`src/rtl/hazard_scoreboard_pkg.sv`:
```
// Shared constants and helpers for the hazard scoreboard.
// Register-index defaults, zero register and clog2.
package hazard_scoreboard_pkg;

  localparam int REG_ADDR_WIDTH_DEF = 5;
  localparam int ZERO_REG = 0;

  function automatic int clog2(input int v);
    int r;
    r = 0;
    while ((1 << r) < v) r++;
    return r;
  endfunction

endpackage

```
`src/rtl/hazard_port_cmp.sv`:
```
// Single decode read-port hazard compare.
// Busy lookup with zero-register and writeback-bypass masking.
module hazard_port_cmp
  import hazard_scoreboard_pkg::*;
#(
  parameter int W         = REG_ADDR_WIDTH_DEF,
  parameter int DEPTH     = 2 ** W,
  parameter int WB_BYPASS = 1
) (
  input  logic             rvalid,
  input  logic [W-1:0]     raddr,
  input  logic [DEPTH-1:0] busy,
  input  logic             wb_valid,
  input  logic [W-1:0]     wb_waddr,
  output logic             hit
);

  logic nz;
  logic byp;

  // Hit when the operand is used, busy, not x0 and not cleared this cycle
  always_comb begin
    nz  = (raddr != W'(ZERO_REG));
    byp = (WB_BYPASS != 0) && wb_valid
        && (wb_waddr == raddr);
    hit = rvalid && busy[raddr] && nz && !byp;
  end

endmodule

```
`src/rtl/hazard_scoreboard.sv`:
```
// Per-register busy scoreboard for variable-latency producers.
// Stalls decode on RAW, WAW and outstanding-limit; stall counters.
module hazard_scoreboard
  import hazard_scoreboard_pkg::*;
#(
  parameter int REG_ADDR_WIDTH  = REG_ADDR_WIDTH_DEF,
  parameter int NUM_RPORTS      = 2,
  parameter int MAX_OUTSTANDING = 4,
  parameter int WB_BYPASS       = 1,
  parameter int STALL_CNT_WIDTH = 8,
  parameter int PERF_CNT_WIDTH  = 32,
  localparam int DEPTH = 2 ** REG_ADDR_WIDTH,
  localparam int OUT_W = clog2(MAX_OUTSTANDING + 1),
  localparam int RA_W  = NUM_RPORTS * REG_ADDR_WIDTH
) (
  input  logic                       clk,
  input  logic                       rst_n,
  input  logic                       issue_valid,
  input  logic [REG_ADDR_WIDTH-1:0]  issue_waddr,
  input  logic                       wb_valid,
  input  logic [REG_ADDR_WIDTH-1:0]  wb_waddr,
  input  logic [NUM_RPORTS-1:0]      dec_rvalid,
  input  logic [RA_W-1:0]            dec_raddr,
  input  logic                       dec_wen,
  input  logic [REG_ADDR_WIDTH-1:0]  dec_waddr,
  output logic                       hazard_detected,
  output logic [NUM_RPORTS-1:0]      raw_hit,
  output logic                       waw_hit,
  output logic                       full,
  output logic [DEPTH-1:0]           busy_vec,
  output logic [OUT_W-1:0]           outstanding,
  output logic [STALL_CNT_WIDTH-1:0] stall_run,
  output logic [PERF_CNT_WIDTH-1:0]  stall_total
);

  localparam logic [REG_ADDR_WIDTH-1:0] ZR =
    REG_ADDR_WIDTH'(ZERO_REG);

  logic [DEPTH-1:0]           busy_q, busy_d;
  logic [OUT_W-1:0]           outstanding_q, outstanding_d;
  logic [STALL_CNT_WIDTH-1:0] stall_run_q, stall_run_d;
  logic [PERF_CNT_WIDTH-1:0]  stall_total_q, stall_total_d;

  logic set, clr, same, set_eff, clr_eff;

  for (genvar i = 0; i < NUM_RPORTS; i++) begin : g_port
    hazard_port_cmp #(
      .W         (REG_ADDR_WIDTH),
      .DEPTH     (DEPTH),
      .WB_BYPASS (WB_BYPASS)
    ) u_cmp (
      .rvalid   (dec_rvalid[i]),
      .raddr    (dec_raddr[i*REG_ADDR_WIDTH +: REG_ADDR_WIDTH]),
      .busy     (busy_q),
      .wb_valid (wb_valid),
      .wb_waddr (wb_waddr),
      .hit      (raw_hit[i])
    );
  end

  // Stall decision from registered state and current decode
  always_comb begin
    waw_hit = dec_wen && busy_q[dec_waddr]
            && (dec_waddr != ZR);
    full = (outstanding_q == OUT_W'(MAX_OUTSTANDING));
    hazard_detected = (|raw_hit) || waw_hit
                    || (full && dec_wen);
  end

  // Next scoreboard: a same-index issue overrides the clear
  always_comb begin
    busy_d  = busy_q;
    set     = issue_valid && (issue_waddr != ZR);
    clr     = wb_valid && (wb_waddr != ZR)
            && busy_q[wb_waddr];
    same    = (issue_waddr == wb_waddr);
    set_eff = set && !busy_q[issue_waddr];
    clr_eff = clr && !(set && same);
    if (clr_eff) busy_d[wb_waddr] = 1'b0;
    if (set) busy_d[issue_waddr] = 1'b1;
    outstanding_d = outstanding_q + OUT_W'(set_eff)
                  - OUT_W'(clr_eff);
  end

  // Next stall counters: saturating run, wrapping total
  always_comb begin
    stall_run_d = '0;
    if (hazard_detected) begin
      if (&stall_run_q) stall_run_d = stall_run_q;
      else stall_run_d = stall_run_q + STALL_CNT_WIDTH'(1);
    end
    stall_total_d = stall_total_q
                  + PERF_CNT_WIDTH'(hazard_detected);
  end

  // State registers with synchronous active-low reset
  always_ff @(posedge clk) begin
    if (!rst_n) begin
      busy_q        <= '0;
      outstanding_q <= '0;
      stall_run_q   <= '0;
      stall_total_q <= '0;
    end else begin
      busy_q        <= busy_d;
      outstanding_q <= outstanding_d;
      stall_run_q   <= stall_run_d;
      stall_total_q <= stall_total_d;
    end
  end

  assign busy_vec    = busy_q;
  assign outstanding = outstanding_q;
  assign stall_run   = stall_run_q;
  assign stall_total = stall_total_q;

  a_issue_stall: assert property (@(posedge clk) disable iff (!rst_n)
    !(issue_valid && hazard_detected));
  a_issue_busy: assert property (@(posedge clk) disable iff (!rst_n)
    (issue_valid && issue_waddr != ZR && busy_q[issue_waddr])
    |-> (wb_valid && wb_waddr == issue_waddr));
  a_wb_idle: assert property (@(posedge clk) disable iff (!rst_n)
    (wb_valid && wb_waddr != ZR) |-> busy_q[wb_waddr]);
  a_out_max: assert property (@(posedge clk) disable iff (!rst_n)
    outstanding_q <= OUT_W'(MAX_OUTSTANDING));
  a_out_pop: assert property (@(posedge clk) disable iff (!rst_n)
    $countones(busy_q) == int'(outstanding_q));

endmodule

```
`config.mk`:
```
export PLATFORM = sky130hd
export DESIGN_NAME = hazard_scoreboard
export DESIGN_NICKNAME = d
export VERILOG_FILES = /design/src/rtl/hazard_scoreboard_pkg.sv /design/src/rtl/hazard_port_cmp.sv /design/src/rtl/hazard_scoreboard.sv
export SDC_FILE = /design/constraint.sdc
export NUM_CORES = 1
export LEC_CHECK = 0
export ABC_AREA = 0
export BUFFER_PORTS_ARGS = -buffer_cell sky130_fd_sc_hd__clkbuf_2
export CORE_MARGIN = 5
export CORE_UTILIZATION = 55
export DETAILED_ROUTE_END_ITERATION = 10
export GPL_TIMING_DRIVEN = 0
export PLACE_DENSITY = 0.81
export SYNTH_ARGS = -nofsm -noshare
export SYNTH_HDL_FRONTEND = slang
export SYNTH_SLANG_ARGS = --single-unit
```
`constraint.sdc`:
```
create_clock -name clk -period 4.9 [get_ports clk]
set_input_delay 0.98 -clock clk [delete_from_list [all_inputs] [get_ports clk]]
set_output_delay 0.98 -clock clk [all_outputs]
set_load 0.005 [all_outputs]
```
# Word level (Yosys, flattened, before mapping)
# Cells that the tools add are included.
# op_classes
addsub	4
order_cmp	7
eq_ne	4
n_mux	16
n_bitwise	3
reduce_logical	33
# op_table
op	n
$mux 32	2
$add 32x1->32	1
$and 32x32->32	1
$not 32->32	1
$or 32x32->32	1
$lt 5x6->1 const B	5
$bmux 1 s5	5
$reduce_bool 5->1	5
$logic_and 1x1->1	19
$eq 5x5->1	3
$demux 1 s5	2
$ge 5x1->1 const B	2
$add 8x1->8 const B	1
$reduce_and 8->1	1
$mux 1	7
$logic_not 1->1	4
$add 3x1->3	1
$eq 3x3->1 const B	1
$sub 3x1->3	1
$logic_or 1x1->1	2
$reduce_and 2->1	1
$reduce_or 2->1	1
# totals
register_bits	75
inputBits	32
out_inout_bits	80
wordCells	71

# Logic depth before layout (Yosys ltp)
# logic_depth
word_depth	9
depth_mapped	17
mapped_depth_nobuf	14

# Modules after synthesis
# Synthesis repeated with hierarchy kept, for this count alone.
# hier_totals
cells_unflattened	576
hier_area_um2	5176.2
# by_module_without_submodules
mod	n_inst	cells_per_inst	area_each_um2	seq_area_each_um2
hazard_scoreboard	1	508	4445.5	1501.4
hazard_port_cmp	2	34	365.4	0.0

# Worst setup path after synthesis
# No wires, ideal clock.
# synth_path
path_kind	input port to flip-flop
start	in dec_raddr[0]
end	reg stall_total_q[28], in the netlist stall_total[28]
setup_time_ps	115
arrival_ps	3910
required_ps	4785
setup_slack_ps	875
path_stages	16
path_buffers	2
cell_sequence	buf_4 mux4_2 a22oi_1 a211o_1 a21oi_1 a31oi_4 nand2_1 ha_1 ha_1 nand2_1 nor4_1 and3_1 clkbuf_1 nand3_1 xnor2_1 and2_1
# synth_via
elab_chain_cells	9
elab_cells_between_ends	13
cone_classes	add/sub (1); eq/ne (1); mux (2); reduce/logical (9)
# synth_lines
item	line_no	source
start: declaration	hazard_scoreboard.sv:23	input logic [RA_W-1:0] dec_raddr,
$bmux 1 s5	hazard_port_cmp.sv:26	hit = rvalid && busy[raddr] && nz && !byp;
$mux 1 (not written as such)	hazard_port_cmp.sv:26	
$logic_and 1x1->1 (2 in series)	hazard_port_cmp.sv:26	
$logic_and 1x1->1 (*)	hazard_port_cmp.sv:26	
named net g_port[0].u_cmp.hit	hazard_port_cmp.sv:15	output logic hit
$reduce_or 2->1 (*)	hazard_scoreboard.sv:66	hazard_detected = (|raw_hit) || waw_hit
$logic_or 1x1->1 (*)	hazard_scoreboard.sv:66	
$logic_or 1x1->1 (*)	hazard_scoreboard.sv:67	|| (full && dec_wen);
named net hazard_detected	hazard_scoreboard.sv:26	output logic hazard_detected,
$add 32x1->32 (*)	hazard_scoreboard.sv:93	+ PERF_CNT_WIDTH'(hazard_detected);
end signal: assignment	hazard_scoreboard.sv:107	stall_total_q <= stall_total_d;
end: declaration	hazard_scoreboard.sv:42	logic [PERF_CNT_WIDTH-1:0] stall_total_q, stall_total_d;
# Mark *: on every way through the listed nets, which the timed path passes. The rest lies on a longest branch. The select of a mux whose other input is x is not followed.
# A chain may end at the register's enable or synchronous reset.

# Final worst setup path
# layout_path
start	in dec_raddr[6]
end	reg stall_total_q[30], in the netlist stall_total[30]
# layout_via
elab_chain_cells	9
elab_cells_between_ends	13
cone_classes	add/sub (1); eq/ne (1); mux (2); reduce/logical (9)
# layout_lines
item	line_no
$bmux 1 s5	hazard_port_cmp.sv:26
$mux 1 (not written as such)	hazard_port_cmp.sv:26
$logic_and 1x1->1 (2 in series)	hazard_port_cmp.sv:26
$logic_and 1x1->1 (*)	hazard_port_cmp.sv:26
$reduce_or 2->1 (*)	hazard_scoreboard.sv:66
$logic_or 1x1->1 (*)	hazard_scoreboard.sv:66
$logic_or 1x1->1 (*)	hazard_scoreboard.sv:67
$add 32x1->32 (*)	hazard_scoreboard.sv:93
# Every way passes the cells marked *; elsewhere a longest branch is shown, timed or not. The select of a mux whose other input is x is not followed.

==> metrics.txt <==
# TYPE chip_impl_metric gauge
chip_impl_info{name="run_status",value="finished clean"} 1
chip_impl_metric{name="detailed_place_hpwl",unit="µm"} 11800
chip_impl_metric{name="clk_pin_slew",unit="ps"} 80
chip_impl_metric{name="grt_use_total",unit="%"} 28.8
chip_impl_metric{name="worstMarginPinSlew",unit="ps"} 983
chip_impl_metric{name="layout.area.seq",unit="mm²"} 0.00150
chip_impl_metric{name="clock_sinks",unit=""} 75
chip_impl_info{name="grt_setup_unrepaired",value="false"} 1
chip_impl_metric{name="cts_buffers",unit=""} 9
chip_impl_info{name="highest-signal-layer",value="met4"} 1
chip_impl_metric{name="antenna-diode-count",unit=""} 0
chip_impl_metric{name="synth_cell_type_count",unit=""} 65
chip_impl_metric{name="port_buffers",unit=""} 102
chip_impl_metric{name="mappedNetlistArea",unit="mm²"} 0.00503
chip_impl_metric{name="power_density",unit="mW/mm²"} 231
chip_impl_metric{name="syn_to_final_growth",unit="%"} 17.3
chip_impl_metric{name="grt_pass1_vias",unit=""} 4910
chip_impl_metric{name="ir_drop",unit="mV"} 0.242
chip_impl_metric{name="final_count_of_hold_timing_violations",unit=""} 0
chip_impl_metric{name="cts_hold_buf",unit=""} 0
chip_impl_info{name="sort_of_element_at_the_end_of_the_critical_path",value="flip-flop"} 1
chip_impl_metric{name="routed_wl",unit="µm"} 16300
chip_impl_metric{name="dieHeight",unit="µm"} 106
chip_impl_metric{name="grt_antenna_before_repair",unit=""} 1
chip_impl_metric{name="floorplan.initialDensity",unit="%"} 57.1
chip_impl_info{name="tritoncts",value="done"} 1
chip_impl_metric{name="area_of_the_multi_input_gates",unit="mm²"} 0.00331
chip_impl_metric{name="via_count",unit=""} 4914
chip_impl_metric{name="route.detailed.wl_per_inst",unit="µm"} 22.0
chip_impl_metric{name="die_width",unit="µm"} 106
chip_impl_metric{name="fmax",unit="MHz"} 232
chip_impl_metric{name="finalHoldWorstSlack",unit="ps"} 512
chip_impl_metric{name="met1Wirelength",unit="µm"} 5990
chip_impl_metric{name="drive_gt1_share",unit="%"} 29.5
chip_impl_metric{name="count_of_synthesis_stage_warnings_from_yosys",unit=""} 0
chip_impl_metric{name="worst_slew_margin_rel",unit="%"} 34.4
chip_impl_info{name="synth.area.top_cells",value="dfxtp_1 (30%), mux4_2 (13%), xnor2_1 (6.1%)"} 1
chip_impl_info{name="clock-root-buffer",value="clkbuf_8"} 1
chip_impl_metric{name="synth_seq_area_share",unit="%"} 29.9
chip_impl_metric{name="crit_path_max_fanout",unit=""} 9
chip_impl_info{name="hold_class",value="reg -> reg"} 1
chip_impl_metric{name="clock_skew",unit="ps"} 10.1
chip_impl_metric{name="critical_path_rt",unit="ps"} 5140
chip_impl_metric{name="synthesis.area_per_instance",unit="µm²"} 9.75
chip_impl_metric{name="synthArstFlopShare",unit="%"} 0
chip_impl_metric{name="syn_nets",unit=""} 554
chip_impl_info{name="worst_setup_path_start_kind",value="input pin"} 1
chip_impl_metric{name="gate_count_of_the_mapped_netlist",unit=""} 516
chip_impl_metric{name="cts.repair_timing.setup_buffer_count",unit=""} 0
chip_impl_metric{name="synth_top_cell_area_share",unit="%"} 29.9
chip_impl_metric{name="synth-seq-cells",unit=""} 75
chip_impl_metric{name="floorplan.die_area",unit="mm²"} 0.0112
chip_impl_metric{name="rows",unit=""} 34
chip_impl_metric{name="detailroute.wirelength.met3",unit="µm"} 1840
chip_impl_metric{name="drt_iter0_markers",unit=""} 527
chip_impl_metric{name="min_period_over_period",unit="%"} 87.9
chip_impl_metric{name="maxCapViolCount",unit=""} 0
chip_impl_metric{name="design.core.area",unit="mm²"} 0.00881
chip_impl_metric{name="met2WireLength",unit="µm"} 7840
chip_impl_metric{name="final_nets",unit=""} 667
chip_impl_metric{name="drt_pre_antenna_iters",unit=""} 6
chip_impl_metric{name="globalRoute.totalOverflow",unit=""} 0
chip_impl_metric{name="vias_per_cell",unit=""} 6.62
chip_impl_metric{name="slew_viol_final",unit=""} 0
chip_impl_metric{name="later_pin_clock_latency_in_the_skew_report",unit="ps"} 350
chip_impl_metric{name="global_route_wire_length_before_repair",unit="µm"} 25400
chip_impl_metric{name="setup_violations",unit=""} 0
chip_impl_metric{name="drc_errors",unit=""} 0
chip_impl_metric{name="antenna_left",unit=""} 0
chip_impl_metric{name="final.fill_count",unit=""} 721
chip_impl_metric{name="io-pin-count",unit=""} 112
chip_impl_metric{name="cts_max_level",unit=""} 3
chip_impl_metric{name="setup_total_negative_slack",unit="ps"} 0
chip_impl_metric{name="number_of_flops_mapped_to_enable_cells_by_yosys",unit=""} 0
chip_impl_info{name="yosys_most_used_dff",value="dfxtp_1"} 1
chip_impl_metric{name="cts_resized",unit=""} 0
chip_impl_metric{name="place.gp.congestion",unit=""} 0.968
chip_impl_metric{name="maximum_root_to_sink_buffer_count",unit=""} 2
chip_impl_metric{name="crit_arrival",unit="ps"} 4550
chip_impl_metric{name="leakagePower",unit="nW"} 2.39
chip_impl_info{name="timing.setup.critical_path_class",value="in -> reg"} 1
chip_impl_info{name="synthDominantAreaCellType",value="dfxtp_1"} 1
chip_impl_metric{name="final_period_minus_worst_setup_slack",unit="ps"} 4310
chip_impl_metric{name="grt_max_degree",unit=""} 13
==> per-layer routing <==
| metal | vias up | GRT usage [%] |
|---|---|---|
| met4 | 0 | 13.2 |
| met5 | - | 0 |
| met1 | 2363 | 35.5 |
| li1 | 2185 | - |
| met3 | 59 | 6.42 |
| met2 | 307 | 48.0 |
==> synth_stat cells (2+ instances only) <==
| cell | n |
|---|---|
| dfxtp_1 | 75 |
| nand3_1 | 45 |
| nand2_1 | 38 |
| and2_1 | 35 |
| xnor2_1 | 35 |
| mux4_2 | 28 |
| a32o_1 | 25 |
| clkbuf_1 | 18 |
| mux2i_1 | 17 |
| nor2_1 | 14 |
| a21oi_1 | 13 |
| nor2b_1 | 13 |
| buf_2 | 12 |
| xor2_1 | 12 |
| a22oi_1 | 10 |
| and3_1 | 10 |
| nand4_1 | 10 |
| o21ai_0 | 7 |
| a32o_2 | 6 |
| nand2b_1 | 6 |
| ha_1 | 5 |
| and3b_1 | 4 |
| and4_1 | 4 |
| inv_1 | 4 |
| mux2_2 | 4 |
| or3_1 | 4 |
| a31oi_1 | 3 |
| buf_4 | 3 |
| buf_6 | 3 |
| nand3b_1 | 3 |
| nor3_1 | 3 |
| nor3b_1 | 3 |
| nor3b_2 | 3 |
| nor4_1 | 3 |
| o211ai_1 | 3 |
| a21boi_1 | 2 |
| a22o_1 | 2 |
| buf_1 | 2 |
| nor2_4 | 2 |
| o21ai_1 | 2 |
==> final cells by class <==
class / count / area share [%]
inverter: 4 / 0.254
buffer: 39 / 3.50
tap: 108 / 2.29
clock buffer: 11 / 2.57
timing repair buffer: 102 / 8.65
clock inverter: 5 / 1.27
sequential: 75 / 25.4
multi-input combinational: 398 / 56.0
==> worst paths after layout <==
kind,from,endpoint,slack [ps],depth (start not counted)
worst max register to register,busy_vec[4],stall_total[30],840,15
worst min register to register,stall_total[31],stall_total[31],510,2
worst min-delay path,stall_total[31],stall_total[31],510,2
worst max-delay path,dec_raddr[6],stall_total[30],590,16
==> stage by stage <==
step	total power [W]	util (%)	instance area (µm²)	setup slack (ps)	std cells
floorplan	0.000769	-	5030	875	516
global placement	0.000829	64.4	5670	272	726
detailed placement	0.000836	64.4	5670	300	726
CTS	0.00136	67.0	5900	641	742
global route	0.00141	67.0	5900	132	742
finish	0.00136	67.0	5900	594	742
==> sequential cells by signal, summed over array words and instances (netlist names) <==
| signal | cells |
|---|---|
| busy_vec | 32 |
| outstanding | 3 |
| stall_run | 8 |
| stall_total | 32 |
==> placed cells by master (no fill, tap or decap), drive strengths merged, types with 11 or more instances in the layout <==
cell	count
nand3	45
nor2	16
xor2	12
dfxtp	75
mux4	29
a32o	31
nor2b	13
clkbuf	131
nand2	38
xnor2	35
nand4	11
buf	21
a21oi	13
mux2i	17
and2	35
==> where the power goes <==
part	internal, W	total, W	switching [W]
combinational	0.0000814	0.000192	0.000110
sequential	0.000619	0.000635	0.0000162
clock	0.000312	0.000537	0.000225
==> cells by family after synthesis <==
kind of cell	Yosys count	synth area share (%)
AO/OA/AOI/OAI	88	14.7
XOR/XNOR	47	8.19
adder cells (fa/ha/maj)	6	1.64
buffers and inverters	43	4.40
flip-flops	75	29.9
multiplexers	50	17.3
AND/OR/NAND/NOR	207	23.8
==> critical path, stage by stage <==
cell and delay, ps:
buf_2 160, mux4_2 350, nor2b_1 40, or4_1 420
nand4_1 210, a31oi_4 200, nand2_1 150, ha_1 180
ha_1 200, nand2_1 100, nor4_1 660, and3_1 260
clkbuf_1 220, nand3_1 120, xnor2_1 140, and2_1 150
(Power assumes the default switching activity.)
